**src/rtl/tracklet_div_pkg.sv**
```systemverilog
// Shared types and constants for the tracklet 30s/16s sequential divider.
package tracklet_div_pkg;

    localparam int DIN0_W = 30;
    localparam int DIN1_W = 16;
    localparam int DOUT_W = 16;

    typedef logic signed [DIN0_W-1:0] dividend_t;
    typedef logic signed [DIN1_W-1:0] divisor_t;
    typedef logic signed [DOUT_W-1:0] quot_t;

    localparam quot_t QUOT_MAX  = quot_t'(32767);
    localparam quot_t QUOT_MIN  = quot_t'(-32768);
    localparam int    DIV_ITERS = DIN0_W;

    typedef enum logic [1:0] {
        ST_IDLE = 2'd0,
        ST_CALC = 2'd1,
        ST_FIX  = 2'd2,
        ST_DONE = 2'd3
    } state_e;

endpackage

```
**src/rtl/tracklet_div_sat.sv**
```systemverilog
// Sign application and saturation of the unsigned quotient/remainder magnitudes.
// Optional remainder path controlled by TRACKLET_DIV_REM_EN.
module tracklet_div_sat
    import tracklet_div_pkg::*;
#(
    parameter int DIN0_WIDTH = DIN0_W,
    parameter int DOUT_WIDTH = DOUT_W
) (
    input  logic [DIN0_WIDTH-1:0]        q_mag,
    input  logic                         a_neg,
    input  logic                         b_neg,
    input  logic                         a_zero,
    input  logic                         div_zero,
`ifdef TRACKLET_DIV_REM_EN
    input  logic [DOUT_WIDTH-1:0]        r_mag,
    output logic signed [DOUT_WIDTH-1:0] rem,
`endif
    output logic signed [DOUT_WIDTH-1:0] dout,
    output logic                         ovf
);

    localparam logic [DIN0_WIDTH-1:0] POS_LIM = DIN0_WIDTH'((64'd1 << (DOUT_WIDTH-1)) - 64'd1);
    localparam logic [DIN0_WIDTH-1:0] NEG_LIM = DIN0_WIDTH'(64'd1 << (DOUT_WIDTH-1));
    localparam logic [DOUT_WIDTH-1:0] OUT_MAX = {1'b0, {(DOUT_WIDTH-1){1'b1}}};
    localparam logic [DOUT_WIDTH-1:0] OUT_MIN = {1'b1, {(DOUT_WIDTH-1){1'b0}}};

    logic                  q_neg;
    logic [DOUT_WIDTH-1:0] q_low;

    assign q_neg = (a_neg ^ b_neg) && (q_mag != '0);
    assign q_low = q_mag[DOUT_WIDTH-1:0];

    // Divide-by-zero overrides everything; otherwise clamp to the signed output range.
    always_comb begin
        dout = '0;
        ovf  = 1'b0;
        if (div_zero) begin
            dout = a_zero ? '0 : (a_neg ? OUT_MIN : OUT_MAX);
        end else if (q_neg) begin
            if (q_mag > NEG_LIM) begin
                dout = OUT_MIN;
                ovf  = 1'b1;
            end else begin
                // magnitude 2^(W-1) negates onto OUT_MIN exactly, no overflow
                dout = -q_low;
            end
        end else begin
            if (q_mag > POS_LIM) begin
                dout = OUT_MAX;
                ovf  = 1'b1;
            end else begin
                dout = q_low;
            end
        end
    end

`ifdef TRACKLET_DIV_REM_EN
    // Remainder follows the dividend sign; with a zero divisor the magnitude
    // already equals |dividend| mod 2^W, so negating yields the truncated dividend.
    always_comb begin
        rem = a_neg ? -r_mag : r_mag;
    end
`endif

endmodule

```
**src/rtl/tracklet_div_s30_s16_seq.sv**
```systemverilog
// Sequential signed divider, 30s / 16s -> saturated 16s, radix-2 restoring,
// one quotient bit per cycle. Define TRACKLET_DIV_REM_EN to expose the remainder.
module tracklet_div_s30_s16_seq
    import tracklet_div_pkg::*;
#(
    parameter int ID         = 1,
    parameter int DIN0_WIDTH = DIN0_W,
    parameter int DIN1_WIDTH = DIN1_W,
    parameter int DOUT_WIDTH = DOUT_W
) (
    input  logic                         ap_clk,
    input  logic                         ap_rst,
    input  logic                         in_valid,
    output logic                         in_ready,
    input  logic signed [DIN0_WIDTH-1:0] din0,
    input  logic signed [DIN1_WIDTH-1:0] din1,
    output logic                         out_valid,
    input  logic                         out_ready,
    output logic signed [DOUT_WIDTH-1:0] dout,
    output logic                         ovf,
    output logic                         dz
`ifdef TRACKLET_DIV_REM_EN
    ,
    output logic signed [DOUT_WIDTH-1:0] rem
`endif
);

    // partial remainder must hold |divisor| up to 2^(DIN1_WIDTH-1)
    localparam int RW = DIN1_WIDTH + 1;
    localparam int CW = $clog2(DIN0_WIDTH);

    state_e                        state_q, state_d;
    logic [CW-1:0]                 cnt_q, cnt_d;
    logic [DIN0_WIDTH-1:0]         rq_q, rq_d;     // dividend shifts out, quotient shifts in
    logic [RW-1:0]                 r_q, r_d;
    logic [RW-1:0]                 b_q, b_d;
    logic                          a_neg_q, a_neg_d;
    logic                          b_neg_q, b_neg_d;
    logic                          a_zero_q, a_zero_d;
    logic                          div_zero_q, div_zero_d;
    logic signed [DOUT_WIDTH-1:0]  dout_q, dout_d;
    logic                          ovf_q, ovf_d;
    logic                          dz_q, dz_d;
    logic                          out_valid_q, out_valid_d;

    logic [DIN0_WIDTH-1:0]         din0_mag;
    logic signed [RW-1:0]          din1_ext;
    logic [RW-1:0]                 din1_mag;
    logic [RW:0]                   trial;
    logic                          ge;
    logic [RW-1:0]                 diff;
    logic signed [DOUT_WIDTH-1:0]  sat_dout;
    logic                          sat_ovf;

`ifdef TRACKLET_DIV_REM_EN
    logic signed [DOUT_WIDTH-1:0]  rem_q, rem_d;
    logic signed [DOUT_WIDTH-1:0]  sat_rem;
`endif

    // Operand magnitudes; widths chosen so the most negative values are exact.
    always_comb begin
        din1_ext = RW'(din1);
        din0_mag = din0[DIN0_WIDTH-1] ? -din0 : din0;
        din1_mag = din1[DIN1_WIDTH-1] ? -din1_ext : din1_ext;
    end

    // One restoring step: shift in the next dividend bit and try to subtract.
    always_comb begin
        trial = {r_q, rq_q[DIN0_WIDTH-1]};
        ge    = trial >= {1'b0, b_q};
        diff  = trial[RW-1:0] - b_q;
    end

    tracklet_div_sat #(
        .DIN0_WIDTH (DIN0_WIDTH),
        .DOUT_WIDTH (DOUT_WIDTH)
    ) u_sat (
        .q_mag    (rq_q),
        .a_neg    (a_neg_q),
        .b_neg    (b_neg_q),
        .a_zero   (a_zero_q),
        .div_zero (div_zero_q),
`ifdef TRACKLET_DIV_REM_EN
        .r_mag    (r_q[DOUT_WIDTH-1:0]),
        .rem      (sat_rem),
`endif
        .dout     (sat_dout),
        .ovf      (sat_ovf)
    );

    // FSM next-state and datapath updates.
    always_comb begin
        state_d     = state_q;
        cnt_d       = cnt_q;
        rq_d        = rq_q;
        r_d         = r_q;
        b_d         = b_q;
        a_neg_d     = a_neg_q;
        b_neg_d     = b_neg_q;
        a_zero_d    = a_zero_q;
        div_zero_d  = div_zero_q;
        dout_d      = dout_q;
        ovf_d       = ovf_q;
        dz_d        = dz_q;
        out_valid_d = out_valid_q;
`ifdef TRACKLET_DIV_REM_EN
        rem_d       = rem_q;
`endif
        case (state_q)
            ST_IDLE: begin
                if (in_valid) begin
                    a_neg_d    = din0[DIN0_WIDTH-1];
                    b_neg_d    = din1[DIN1_WIDTH-1];
                    a_zero_d   = (din0 == '0);
                    div_zero_d = (din1 == '0);
                    rq_d       = din0_mag;
                    r_d        = '0;
                    b_d        = din1_mag;
                    cnt_d      = CW'(DIN0_WIDTH - 1);
                    state_d    = ST_CALC;
                end
            end
            ST_CALC: begin
                // zero divisor runs the full count too, keeping latency fixed
                rq_d = {rq_q[DIN0_WIDTH-2:0], ge};
                r_d  = ge ? diff : trial[RW-1:0];
                if (cnt_q == '0) begin
                    state_d = ST_FIX;
                end else begin
                    cnt_d = cnt_q - 1'b1;
                end
            end
            ST_FIX: begin
                dout_d  = sat_dout;
                ovf_d   = sat_ovf;
                dz_d    = div_zero_q;
`ifdef TRACKLET_DIV_REM_EN
                rem_d   = sat_rem;
`endif
                state_d = ST_DONE;
            end
            default: begin
                // result registers settle in FIX; valid is raised one edge later
                if (out_valid_q && out_ready) begin
                    out_valid_d = 1'b0;
                    state_d     = ST_IDLE;
                end else begin
                    out_valid_d = 1'b1;
                end
            end
        endcase
    end

    // State registers with synchronous active-high reset.
    always_ff @(posedge ap_clk) begin
        if (ap_rst) begin
            state_q     <= ST_IDLE;
            cnt_q       <= '0;
            rq_q        <= '0;
            r_q         <= '0;
            b_q         <= '0;
            a_neg_q     <= 1'b0;
            b_neg_q     <= 1'b0;
            a_zero_q    <= 1'b0;
            div_zero_q  <= 1'b0;
            dout_q      <= '0;
            ovf_q       <= 1'b0;
            dz_q        <= 1'b0;
            out_valid_q <= 1'b0;
`ifdef TRACKLET_DIV_REM_EN
            rem_q       <= '0;
`endif
        end else begin
            state_q     <= state_d;
            cnt_q       <= cnt_d;
            rq_q        <= rq_d;
            r_q         <= r_d;
            b_q         <= b_d;
            a_neg_q     <= a_neg_d;
            b_neg_q     <= b_neg_d;
            a_zero_q    <= a_zero_d;
            div_zero_q  <= div_zero_d;
            dout_q      <= dout_d;
            ovf_q       <= ovf_d;
            dz_q        <= dz_d;
            out_valid_q <= out_valid_d;
`ifdef TRACKLET_DIV_REM_EN
            rem_q       <= rem_d;
`endif
        end
    end

    assign in_ready  = (state_q == ST_IDLE);
    assign out_valid = out_valid_q;
    assign dout      = dout_q;
    assign ovf       = ovf_q;
    assign dz        = dz_q;
`ifdef TRACKLET_DIV_REM_EN
    assign rem       = rem_q;
`endif

endmodule

```
**config.mk**
```make
export PLATFORM = sky130hd
export DESIGN_NAME = tracklet_div_s30_s16_seq
export DESIGN_NICKNAME = d
export VERILOG_FILES = /design/src/rtl/tracklet_div_pkg.sv /design/src/rtl/tracklet_div_sat.sv /design/src/rtl/tracklet_div_s30_s16_seq.sv
export SDC_FILE = /design/constraint.sdc
export NUM_CORES = 1
export LEC_CHECK = 0
export BUFFER_PORTS_ARGS = -buffer_cell sky130_fd_sc_hd__buf_4
export CAP_MARGIN = 10
export CORE_MARGIN = 8
export CORE_UTILIZATION = 25
export CTS_BUF_LIST = sky130_fd_sc_hd__clkbuf_16
export DETAILED_ROUTE_END_ITERATION = 8
export PLACE_DENSITY = 0.53
export SLEW_MARGIN = 15
export SYNTH_ARGS = -nofsm -noshare
export SYNTH_HDL_FRONTEND = slang
export SYNTH_SLANG_ARGS = --single-unit
```
**constraint.sdc**
```tcl
create_clock -name ap_clk -period 5.66 [get_ports ap_clk]
set_input_delay 0.283 -clock ap_clk [delete_from_list [all_inputs] [get_ports ap_clk]]
set_output_delay 0.283 -clock ap_clk [all_outputs]
set_load 0.05 [all_outputs]
```
# --- Yosys cells after proc, flatten, opt, wreduce, memory -nomap -nowiden ---
# Index checks and enable logic that the tools add are counted.
word_totals:
  mem_bits_ro: 0
  ramBits: 0
  regBits: 94
  out_inout_bits: 20
  in_bits: 50
  n_memories: 0
  latch_bits: 0
op_classes:
  n_lt_le_gt_ge: 3
  addsub: 5
  mul: 0
  n_div: 0
  shift: 0
  eq_ne: 5
  n_mux: 25
  bitwise: 1
  n_reduce_logical: 14
op_table:
  columns: ["op", "count"]
  rows:
  - ["16-bit two-way mux", 6]
  - ["30-bit two-way mux", 2]
  - ["30-bit one-hot mux with 2 select lines", 1]
  - ["17-bit two-way mux", 3]
  - ["17-bit one-hot mux with 2 select lines", 1]
  - ["30-bit by 15-bit greater-than comparator with 1-bit output (second input constant)", 1]
  - ["30-bit by 16-bit greater-than comparator with 1-bit output (second input constant)", 1]
  - ["30-bit logical NOT", 1]
  - ["30-bit negation", 1]
  - ["30-bit nonzero test", 1]
  - ["18-bit by 17-bit >= comparator with 1-bit output", 1]
  - ["16-bit negation with 17-bit output", 1]
  - ["17-bit subtractor", 1]
  - ["16-bit logical NOT", 1]
  - ["16-bit negation", 1]
  - ["5-bit two-way mux", 2]
  - ["5-bit one-hot mux with 2 select lines", 1]
  - ["2-bit two-way mux", 3]
  - ["2-bit != test (second input constant)", 3]
  - ["2-bit one-hot mux with 3 select lines", 1]
  - ["3-bit AND reduction", 2]
  - ["5-bit logical NOT", 1]
  - ["1-bit two-way mux", 5]
  - ["5-bit by 1-bit subtractor with 5-bit output (second input constant)", 1]
  - ["other kinds (9)", 11]

# --- Depth between registers and ports, before layout ---
depth:
  ltp_word: 4
  depth_mapped: 12
  mapped_depth_nobuf: 10

# --- Cells and area by module ---
# Synthesis repeated with hierarchy kept, for this count alone.
unflattened:
  hier_cells: 807
  area_unflattened_um2: 6227.2
modules_own_cells:
  columns: ["module", "area_each_um2", "seq_area_each_um2", "cells_per_inst", "instances"]
  rows:
  - ["tracklet_div_s30_s16_seq", 5589.1, 1881.8, 696, 1]
  - ["tracklet_div_sat", 638.1, 0.0, 111, 1]

# --- Worst setup path after synthesis ---
# OpenSTA, ideal clock, no wires.
synth_timing:
  path_type: "flip-flop to flip-flop"
  startpoint: "register rq_q[29]"
  endpoint: "register r_q[10]"
  required_ps: 5532
  stages_incl_launch_ff: 13
  arrival_ps: 2609
  setup_slack_ps: 2923
  synth_period_minus_slack_ps: 2737
  cell_sequence: "dfxtp_1 inv_1 ha_1 fa_1 nand2b_1 a211oi_1 o21ai_0 o211ai_1 a211o_1 buf_2 buf_2 mux2i_1 o21ai_0"
synth_via:
  elab_chain_len: 3
synth_lines:
  columns: ["item", "line_no", "text"]
  rows:
  - ["start, declared", "tracklet_div_s30_s16_seq.sv:34", "logic [DIN0_WIDTH-1:0] rq_q, rq_d;"]
  - ["start signal, assigned", "tracklet_div_s30_s16_seq.sv:176", "rq_q <= rq_d;"]
  - ["17-bit subtractor or 18-bit by 17-bit >= comparator with 1-bit output (tied branches)", "tracklet_div_s30_s16_seq.sv:71, tracklet_div_s30_s16_seq.sv:70", null]
  - ["17-bit two-way mux *", "tracklet_div_s30_s16_seq.sv:126", "r_d = ge ? diff : trial[RW-1:0];"]
  - ["17-bit one-hot mux with 2 select lines *", "tracklet_div_s30_s16_seq.sv:109", "case (state_q)"]
  - ["end signal, assigned", "tracklet_div_s30_s16_seq.sv:177", "r_q <= r_d;"]
  - ["end, declared", "tracklet_div_s30_s16_seq.sv:35", "logic [RW-1:0] r_q, r_d;"]
# Mark *: on every way between the ends. The rest lies on a longest branch, timed or not.
# A chain may end at the register's enable or synchronous reset.

# --- Worst setup path after layout ---
layout_timing:
  startpoint: "register rq_q[29]"
  endpoint: "register r_q[14]"
# The elaborated chain is that of the path after synthesis.

==> flow_summary.yaml <==
clocking:
  clk_pin_slew_worst_paths_ns: 0.07
  postCtsHoldBufs: 0
  htreeDepth: 3
  cts_root_buf: "clkbuf_16"
  clock_path_buffers: 2
  cts_tree: "done"
  clkLatencyLatePin_ns: 0.35
  cts_setup_buffers: 0
  post_cts_resized: 0
  cts_buffers: 9
  clock_sinks: 94
die:
  die_area_um2: 30800
  coreArea_um2: 25100
  start_util_pct: 25.3
  ios: 70
  num_rows: 58
  fp.dieH_um: 176
  fp.dieW_um: 176
logic_synthesis:
  synth_top_area_share_pct: 29.6
  synth_seq_area_share_pct: 29.6
  synthFlopType: "dfxtp_1"
  yosysWarnings: 0
  ys_seq_elements: 94
  async_flop_share_pct: 0
  synth_top_cell_by_area: "dfxtp_1"
  avgSynthCellArea_um2: 7.50
  syn-num-nets: 925
  synth_area_um2: 6360
  yosys-top-cells-area: "dfxtp_1 (30%), nand2_1 (6.8%), a21oi_1 (5.6%), ha_1 (5.1%), o21ai_0 (5.0%)"
  synth-edff-count: 0
  synth_cell_types: 65
  synth_cells: 848
global_routing:
  antenna_found_initial: 0
  grt_usage_pct: 11.9
  grt_max_degree: 80
  grt_pass1_vias: 5830
  grt_pass1_wl_um: 30500
  grt_remaining_overflow: 0
placement:
  numPortBuffers: 69
  placedCellCount: 1199
  gp_congestion: 0.852
  place_hpwl_um: 13300
power_and_ir_drop:
  p_sw_mw: 1.76
  max-vdd-ir-drop_mv: 0.161
  leakage_nw: 2.83
  power_density_nw_per_um2: 500
  clkPwrFrac_pct: 16.3
  seqPwrFrac_pct: 27.8
  p_comb_share_pct: 55.9
  p_sw_share_pct: 47.3
  p_int_mw: 1.96
timing:
  worst_pin_slew_ns: 1.14
  fmax_ghz: 0.278
  setup_violations: 0
  tns_ns: 0
  fin_skew_ns: 0.0119
  relSlewSlack_pct: 23.6
  hold_viol: 0
  rsz0062_at_grt: "no"
  drv_slew: 0
  period_minus_slack_ns: 3.59
  fin_crit_sh_pct: 63.5
worst_setup_path:
  crit_required_ns: 5.92
  cpPeakStageDelay_ns: 0.83
  worstSetupPathType: "reg2reg"
  worst_ep_arrival_time_ns: 3.86
  end_kind: "flip-flop"
  cp_cell_sequence: "inv_1, ha_1, fa_1, nand2b_1, a211oi_1, o21ai_0, o211ai_1, a211o_1, or4b_2, o211ai_1"
  worst_path_most_repeated_cell: "o211ai_1"
  cp_top_family: "compound AO/OA/AOI/OAI gates"
  slowest_stage: "a211o_1"
  cp_max_fo: 20
  path_buf_inv: 1
  start_kind: "flip-flop"
run_status:
  status: "finished, final reports clean"
cells_and_area:
  drive_gt1_share_pct: 12.5
  final_cells: 1215
  insertedDiodeCount: 0
  utilization_pct: 29.6
  area_growth_pct: 16.8
  final_nets: 957
route:
  remaining_drc_errors: 0
  wirelength_um: 18200
  num_vias: 6002
  via_per_inst: 4.94
  dr.pass1.iters: 5
  drt.antenna.violating_nets: 0
  wire_per_inst_um: 15.0
  initialDrtViolationCount: 450
min_path:
  hp-class: "in2reg"
job:
  maxCapViolations: 0
## stage by stage
| stage | total power, mW | area (um^2) | setup WS, ns | hold slack [ns] |
|---|---|---|---|---|
| final | 3.72 | 7430 | 2.07 | 0.223 |
| after global routing | 4.05 | 7430 | 1.79 | 0.244 |
| after CTS | 3.76 | 7430 | 2.04 | 0.206 |
| after detailed placement | 3.14 | 7140 | 2.06 | 0.456 |
| after global placement | 3.13 | 7140 | 2.17 | 0.446 |
| after floorplan | 2.63 | 6360 | 2.92 | 0.419 |
## worst reg2reg max path, stage by stage (launching register included)
cell and delay, ns:
dfxtp_1 0.36, inv_1 0.07, ha_1 0.22, fa_1 0.40, nand2b_1 0.19, a211oi_1 0.33, o21ai_0 0.22, o211ai_1 0.14
a211o_1 0.83, or4b_2 0.65, o211ai_1 0.10
## path summary, 6_finish.rpt
path                                             from                      to  slack [ns]  cells past startpoint
worst max-delay path            rq_q[29]$_SDFFE_PP0P_    r_q[14]$_SDFFE_PP0P_        2.07                     10
worst min-delay path                        out_ready  out_valid$_SDFFE_PP0N_        0.22                      4
worst max register to register  rq_q[29]$_SDFFE_PP0P_    r_q[14]$_SDFFE_PP0P_        2.07                     10
worst min register to register    b_q[0]$_SDFFE_PP0P_     b_q[0]$_SDFFE_PP0P_        0.47                      2
## cell usage in the layout (no fill, tap or decap), types with 14 or more instances in the layout
master / netlist / final
a211oi_1: 16 / 16
a21oi_1: 71 / 70
buf_4: 1 / 77
dfxtp_1: 94 / 94
ha_1: 26 / 26
inv_1: 37 / 37
mux2i_1: 22 / 22
nand2_1: 116 / 116
nand3_1: 18 / 18
nor2_1: 68 / 68
nor3_1: 26 / 26
o211ai_1: 14 / 14
o21ai_0: 64 / 63
o31ai_1: 14 / 14
xnor2_1: 29 / 29
xor2_1: 31 / 31
## routing by layer
metal	wire, um	track usage [%]	vias up
met4	178	2.76	0
met1	9620	17.1	2779
met2	7750	18.2	111
met3	610	2.10	11
met5	0	0	-
li1	-	-	3101
## layout make-up
cell class,count,area (um^2)
fillers,2777,17700
multi-input cells,661,4130
flip-flops and latches,94,1880
repair buffers,77,578
well taps,330,413
clock buffers,9,225
inverters,37,139
clock inverters,7,67.6
## power by group through the flow
stage | clock [mW] | combinational [mW] | sequential, mW
final | 0.605 | 2.08 | 1.03
after global routing | 0.654 | 2.33 | 1.07
after global placement | 0 | 2.08 | 1.05
after floorplan | 0 | 1.54 | 1.10
after CTS | 0.631 | 2.10 | 1.03
after detailed placement | 0 | 2.09 | 1.05
## cell usage after synthesis (14+ instances only)
library cell / count
ha_1: 26
xnor2_1: 29
a211oi_1: 16
nor2_1: 68
a21oi_1: 71
clkbuf_1: 47
inv_1: 37
mux2i_1: 22
nand3_1: 18
dfxtp_1: 94
o31ai_1: 14
o21ai_0: 64
nor3_1: 26
o211ai_1: 14
xor2_1: 31
nand2_1: 116
## cells by family (layout without fill, tap and decap cells)
family | count (synthesis) | after routing | share of synthesized area (%)
muxes | 23 | 23 | 3.64
DFF | 94 | 94 | 29.6
buffers and inverters | 93 | 130 | 5.64
AOI/OAI and AO/OA | 253 | 253 | 25.3
xor gates and xnor gates | 60 | 60 | 8.26
and+or+nand+nor | 298 | 298 | 22.1
adders and majority gates | 27 | 27 | 5.43
## flip-flops by register name, summed over array words and instances (netlist names)
| register | count |
|---|---|
| b_neg_q | 1 |
| div_zero_q | 1 |
| out_valid | 1 |
| b_q | 17 |
| ovf | 1 |
| a_neg_q | 1 |
| state_q | 2 |
| a_zero_q | 1 |
| rq_q | 30 |
| r_q | 17 |
| dout | 16 |
| dz | 1 |
| cnt_q | 5 |
No activity file was read; power rests on OpenSTA's default activity.
